[src/rtl/gray_pkg.sv]
// Shared Gray-code helpers. The functions work on MAX_W-bit values, so any
// narrower width is zero-extended by the caller and truncated on return.
package gray_pkg;

  localparam int MAX_W = 32;

  function automatic logic [MAX_W-1:0] bin2gray(input logic [MAX_W-1:0] b);
    return b ^ (b >> 1);
  endfunction

  // Each binary bit is the XOR of all gray bits at or above it. Zero padding
  // above a narrower width leaves the result unchanged.
  function automatic logic [MAX_W-1:0] gray2bin(input logic [MAX_W-1:0] g);
    logic [MAX_W-1:0] b;
    b[MAX_W-1] = g[MAX_W-1];
    for (int i = MAX_W - 2; i >= 0; i--) begin
      b[i] = b[i+1] ^ g[i];
    end
    return b;
  endfunction

endpackage

[src/rtl/gray_encode_n.sv]
// Combinational binary-to-Gray encoder of arbitrary width (up to MAX_W).
module gray_encode_n
  import gray_pkg::*;
#(
  parameter int WIDTH = 4
) (
  input  logic [WIDTH-1:0] bin,
  output logic [WIDTH-1:0] gray
);

  assign gray = WIDTH'(bin2gray(MAX_W'(bin)));

endmodule

[src/rtl/gray_counter_sync.sv]
// Registered up/down Gray counter with load, wrap/saturate and a tc pulse.
// gray and bin are both taken from the same edge, straight from flops.
module gray_counter_sync
  import gray_pkg::*;
#(
  parameter int          WIDTH   = 4,
  parameter bit          WRAP    = 1'b1,
  parameter int unsigned RST_VAL = 0
) (
  input  logic             clk,
  input  logic             rst,
  input  logic             en,
  input  logic             up,
  input  logic             load,
  input  logic [WIDTH-1:0] load_bin,
  output logic [WIDTH-1:0] bin,
  output logic [WIDTH-1:0] gray,
  output logic             tc
);

  localparam logic [WIDTH-1:0] RST_BIN  = WIDTH'(RST_VAL);
  localparam logic [WIDTH-1:0] RST_GRAY = WIDTH'(bin2gray(MAX_W'(RST_BIN)));
  localparam logic [WIDTH-1:0] ONE      = {{(WIDTH-1){1'b0}}, 1'b1};
  localparam logic [WIDTH-1:0] MAX_BIN  = {WIDTH{1'b1}};

  logic [WIDTH-1:0] bin_nxt;
  logic [WIDTH-1:0] gray_nxt;
  logic             tc_nxt;

  // tc flags the end-of-range step: the wrap itself, or a blocked saturating step.
  always_comb begin
    bin_nxt = bin;
    tc_nxt  = 1'b0;
    if (load) begin
      bin_nxt = load_bin;
    end else if (en) begin
      if (up) begin
        if (bin == MAX_BIN) begin
          tc_nxt = 1'b1;
          if (WRAP) bin_nxt = '0;
        end else begin
          bin_nxt = bin + ONE;
        end
      end else begin
        if (bin == '0) begin
          tc_nxt = 1'b1;
          if (WRAP) bin_nxt = MAX_BIN;
        end else begin
          bin_nxt = bin - ONE;
        end
      end
    end
  end

  gray_encode_n #(.WIDTH(WIDTH)) u_enc (
    .bin  (bin_nxt),
    .gray (gray_nxt)
  );

  always_ff @(posedge clk) begin
    if (rst) begin
      bin  <= RST_BIN;
      gray <= RST_GRAY;
      tc   <= 1'b0;
    end else begin
      bin  <= bin_nxt;
      gray <= gray_nxt;
      tc   <= tc_nxt;
    end
  end

endmodule
[config.mk]
export PLATFORM = sky130hd
export DESIGN_NAME = gray_counter_sync
export DESIGN_NICKNAME = d
export VERILOG_FILES = /design/src/rtl/gray_pkg.sv /design/src/rtl/gray_encode_n.sv /design/src/rtl/gray_counter_sync.sv
export SDC_FILE = /design/constraint.sdc
export NUM_CORES = 1
export LEC_CHECK = 0
export BUFFER_PORTS_ARGS = -buffer_cell sky130_fd_sc_hd__buf_4
export CELL_PAD_IN_SITES_DETAIL_PLACEMENT = 1
export CELL_PAD_IN_SITES_GLOBAL_PLACEMENT = 1
export CORE_MARGIN = 4
export CORE_UTILIZATION = 35
export DETAILED_ROUTE_END_ITERATION = 8
export GPL_ROUTABILITY_DRIVEN = 0
export GPL_TIMING_DRIVEN = 0
export PLACE_DENSITY = 0.75
export SLEW_MARGIN = 20
export SYNTH_ARGS = -nofsm -noshare
export SYNTH_HDL_FRONTEND = slang
export SYNTH_HIERARCHICAL = 1
export SYNTH_SLANG_ARGS = --single-unit
[constraint.sdc]
create_clock -name clk -period 1.8 [get_ports clk]
set_input_delay 0 -clock clk [delete_from_list [all_inputs] [get_ports clk]]
set_output_delay 0 -clock clk [all_outputs]
set_load 0.02 [all_outputs]
==> flow_metrics.py <==
metrics = {
    "run_status": {
        "status": "completed",
    },
    "detailed_routing": {
        "avgViaCountPerCell": 5.16,
        "drc": 0,
        "wl_per_cell_um": 14.0,
        "detail_route.iter0.violations": 1,
        "dr_wl_met2_um": 738,
        "drt_pre_antenna_iters": 4,
        "routed-wl-met3_um": 78,
        "wl_met1_um": 602,
        "ant_nets": 0,
        "num_vias": 521,
        "topRoutingLayerUsed": "met3",
        "wl_mm": 1.42,
    },
    "yosys": {
        "async_reset_ff_share_pct": 0,
        "yosysUniqueCellTypes": 29,
        "synth-main-ff-cell": "dfxtp_1",
        "yosys.cell_count.top_type": "dfxtp_1",
        "ys_top_cells_by_area": "dfxtp_1 (32%), xor2_1 (6.3%), nor2b_1 (5.6%)",
        "syn_avg_cell_area_sq_um": 9.00,
        "synth_top_area_share_pct": 32.3,
        "synth_area_leader_cell": "dfxtp_1",
        "seq_area_frac_synth_pct": 32.3,
        "syn_nets": 73,
        "synth-warning-count": 6,
        "synth-edff-count": 0,
        "synthTopCellsByCount": "dfxtp_1 (9), nand2_1 (5), nor2b_1 (5)",
        "syn_area_sq_um": 558,
        "synth_seq_cells": 9,
        "syn_inst": 62,
    },
    "critical_path": {
        "crit_required_ns": 2.00,
        "crit_path_start_kind": "register",
        "cp.arrival_ns": 1.93,
        "critPathKind": "register to register",
        "critPathCaptureType": "register",
        "crit_fanout": 3,
        "r2r_cells": 9,
    },
    "clock_network": {
        "cts_buffers": 3,
        "cts_tree": "yes",
        "cts_buffer_depth": 2,
        "clock_latency_ns": 0.26,
        "cts-root-buf": "clkbuf_4",
        "clkTransAtPathRegs_ns": 0.06,
        "cts.sinks": 9,
        "cts_max_level": 1,
    },
    "power": {
        "seq_power_share_pct": 37.9,
        "power_frac_clock_pct": 25.6,
        "powerDensity_nw_per_um2": 764,
        "pwr-share-comb_pct": 36.4,
        "p_switching_mw": 0.190,
        "p_total_mw": 0.607,
        "p_leak_nw": 0.348,
        "p_int_mw": 0.417,
        "ir_drop_v": 0.000483,
        "switching_share_pct": 31.2,
    },
    "finish": {
        "seqCellArea_sq_um": 183,
        "diodes": 0,
        "fin_nets": 97,
        "multi_input_area_sq_um": 360,
        "syn_to_final_growth_pct": 42.4,
        "stdcell_area_sq_um": 795,
        "layout-drive-gt1-share_pct": 51.8,
        "fillerInstances": 181,
    },
    "floorplan": {
        "ios": 18,
        "rows": 14,
        "start_util_pct": 37.0,
        "design.die.area_sq_um": 2300,
        "die_h_um": 47.9,
        "coreArea_sq_um": 1510,
        "dieWidth_um": 47.9,
    },
    "flow_run": {
        "drv_cap": 0,
    },
    "hold_path": {
        "min_path_type": "input port to register",
        "hold_path_depth": 3,
    },
    "global_routing": {
        "grt_pass1_vias": 505,
        "grt-ovfl-total": 0,
        "grt.total_usage_pct": 13.9,
        "grt_max_degree": 10,
        "antenna_found_initial": 0,
        "grt_pass1_wl_mm": 2.25,
    },
    "sta": {
        "setup_tns_ns": 0,
        "grt_setup_unrepaired": "no",
        "fmax_ghz": 0.580,
        "finClkSkew_ns": 0.00283,
        "fin_crit_sh_pct": 95.8,
        "fin_crit_ns": 1.72,
        "maxSlewViolCount": 0,
        "relSlewSlack_pct": 78.7,
        "finalHoldViolations": 0,
        "finalSetupViolCount": 0,
        "tightest_slew_ns": 0.316,
    },
    "placement": {
        "portBuffers": 16,
        "place_area_sq_um": 701,
        "hpwl_um": 992,
    },
}
per-layer routing:
metal | track usage [%] | vias to the layer above
met3 | 4.51 | 0
met5 | 0 | -
met1 | 17.0 | 251
li1 | - | 257
met2 | 24.3 | 13
met4 | 1.61 | 0
layout make-up:
| cell class | instances | share of cell area (%) |
|---|---|---|
| multi-input cells | 45 | 45.4 |
| flip-flops and latches | 9 | 23.0 |
| repair buffers | 19 | 18.7 |
| plain buffers | 5 | 5.67 |
| clock buffers | 4 | 3.31 |
| well taps | 16 | 2.52 |
| inverters | 3 | 1.42 |
worst paths after layout:
kind | from | to | slack [ns]
hold reg to reg | bin[3] | tc | 0.74
hold / removal | load_bin[0] | bin[0] | 0.08
setup / recovery | bin[0] | gray[2] | 0.08
setup reg to reg | bin[0] | gray[2] | 0.08
critical path, cell delays in order, from the launching register on:
cell and delay, ns:
dfxtp_2 0.32, buf_6 0.11, inv_2 0.05, ha_4 0.12
o21ba_1 0.13, o31a_1 0.27, o2111a_2 0.28, nor2_4 0.09
xor2_1 0.15, nor2b_1 0.13
registers in the layout, summed over array words and instances, names as in the netlist:
| signal | flops |
|---|---|
| bin | 4 |
| gray | 4 |
| tc | 1 |
layout by cell type, fill, tap and decap left out, types with 2 or more instances in the layout:
cell type and n:
dfxtp_2 2, nor2_1 3, clkbuf_4 3, a21oi_2 2, inv_2 2, o21a_1 2
buf_4 20, nand2_1 4, nor2b_1 5, buf_6 3, xor2_1 3, nor3_2 2
dfxtp_1 7, nor3_1 2
power groups by stage:
stage	sequential, mW	clock (mW)	combinational [mW]
floorplan	0.258	0	0.105
global route	0.233	0.170	0.241
finish	0.230	0.156	0.221
detailed placement	0.235	0	0.195
CTS	0.230	0.160	0.216
global placement	0.234	0	0.190
timing repair:
action,CTS,global route
resized for setup,9,4
setup endpoints to repair,3,3
hold endpoints to repair,7,0
setup buffers,2,0
hold buffers,1,0
pin swaps,4,3
metrics by stage:
stage / setup slack (ns) / std cells / hold slack [ns] / utilization [%]
4_1_cts: 0.00100 / 101 / 0.0577 / 51.9
3_3_place_gp: -0.000432 / 94 / 0.248 / 46.5
3_5_place_dp: -0.0714 / 94 / 0.258 / 46.5
5_1_grt: 0.00191 / 101 / 0.0828 / 52.7
6_report: 0.0750 / 101 / 0.0755 / 52.7
2_1_floorplan: 0.0310 / 62 / 0.0623 / -
cell families (layout without fill, tap and decap cells):
kind of cell / Yosys count / count (layout) / share of synthesized area [%]
and+or+nand+nor: 21 / 21 / 21.5
AOI/OAI and AO/OA: 15 / 15 / 20.0
DFF: 9 / 9 / 32.3
buffers and inverters: 8 / 31 / 10.1
xor gates and xnor gates: 5 / 5 / 7.85
adders and majority gates: 2 / 2 / 4.48
muxes: 2 / 2 / 3.81
Power figures use the tool's default switching activity.
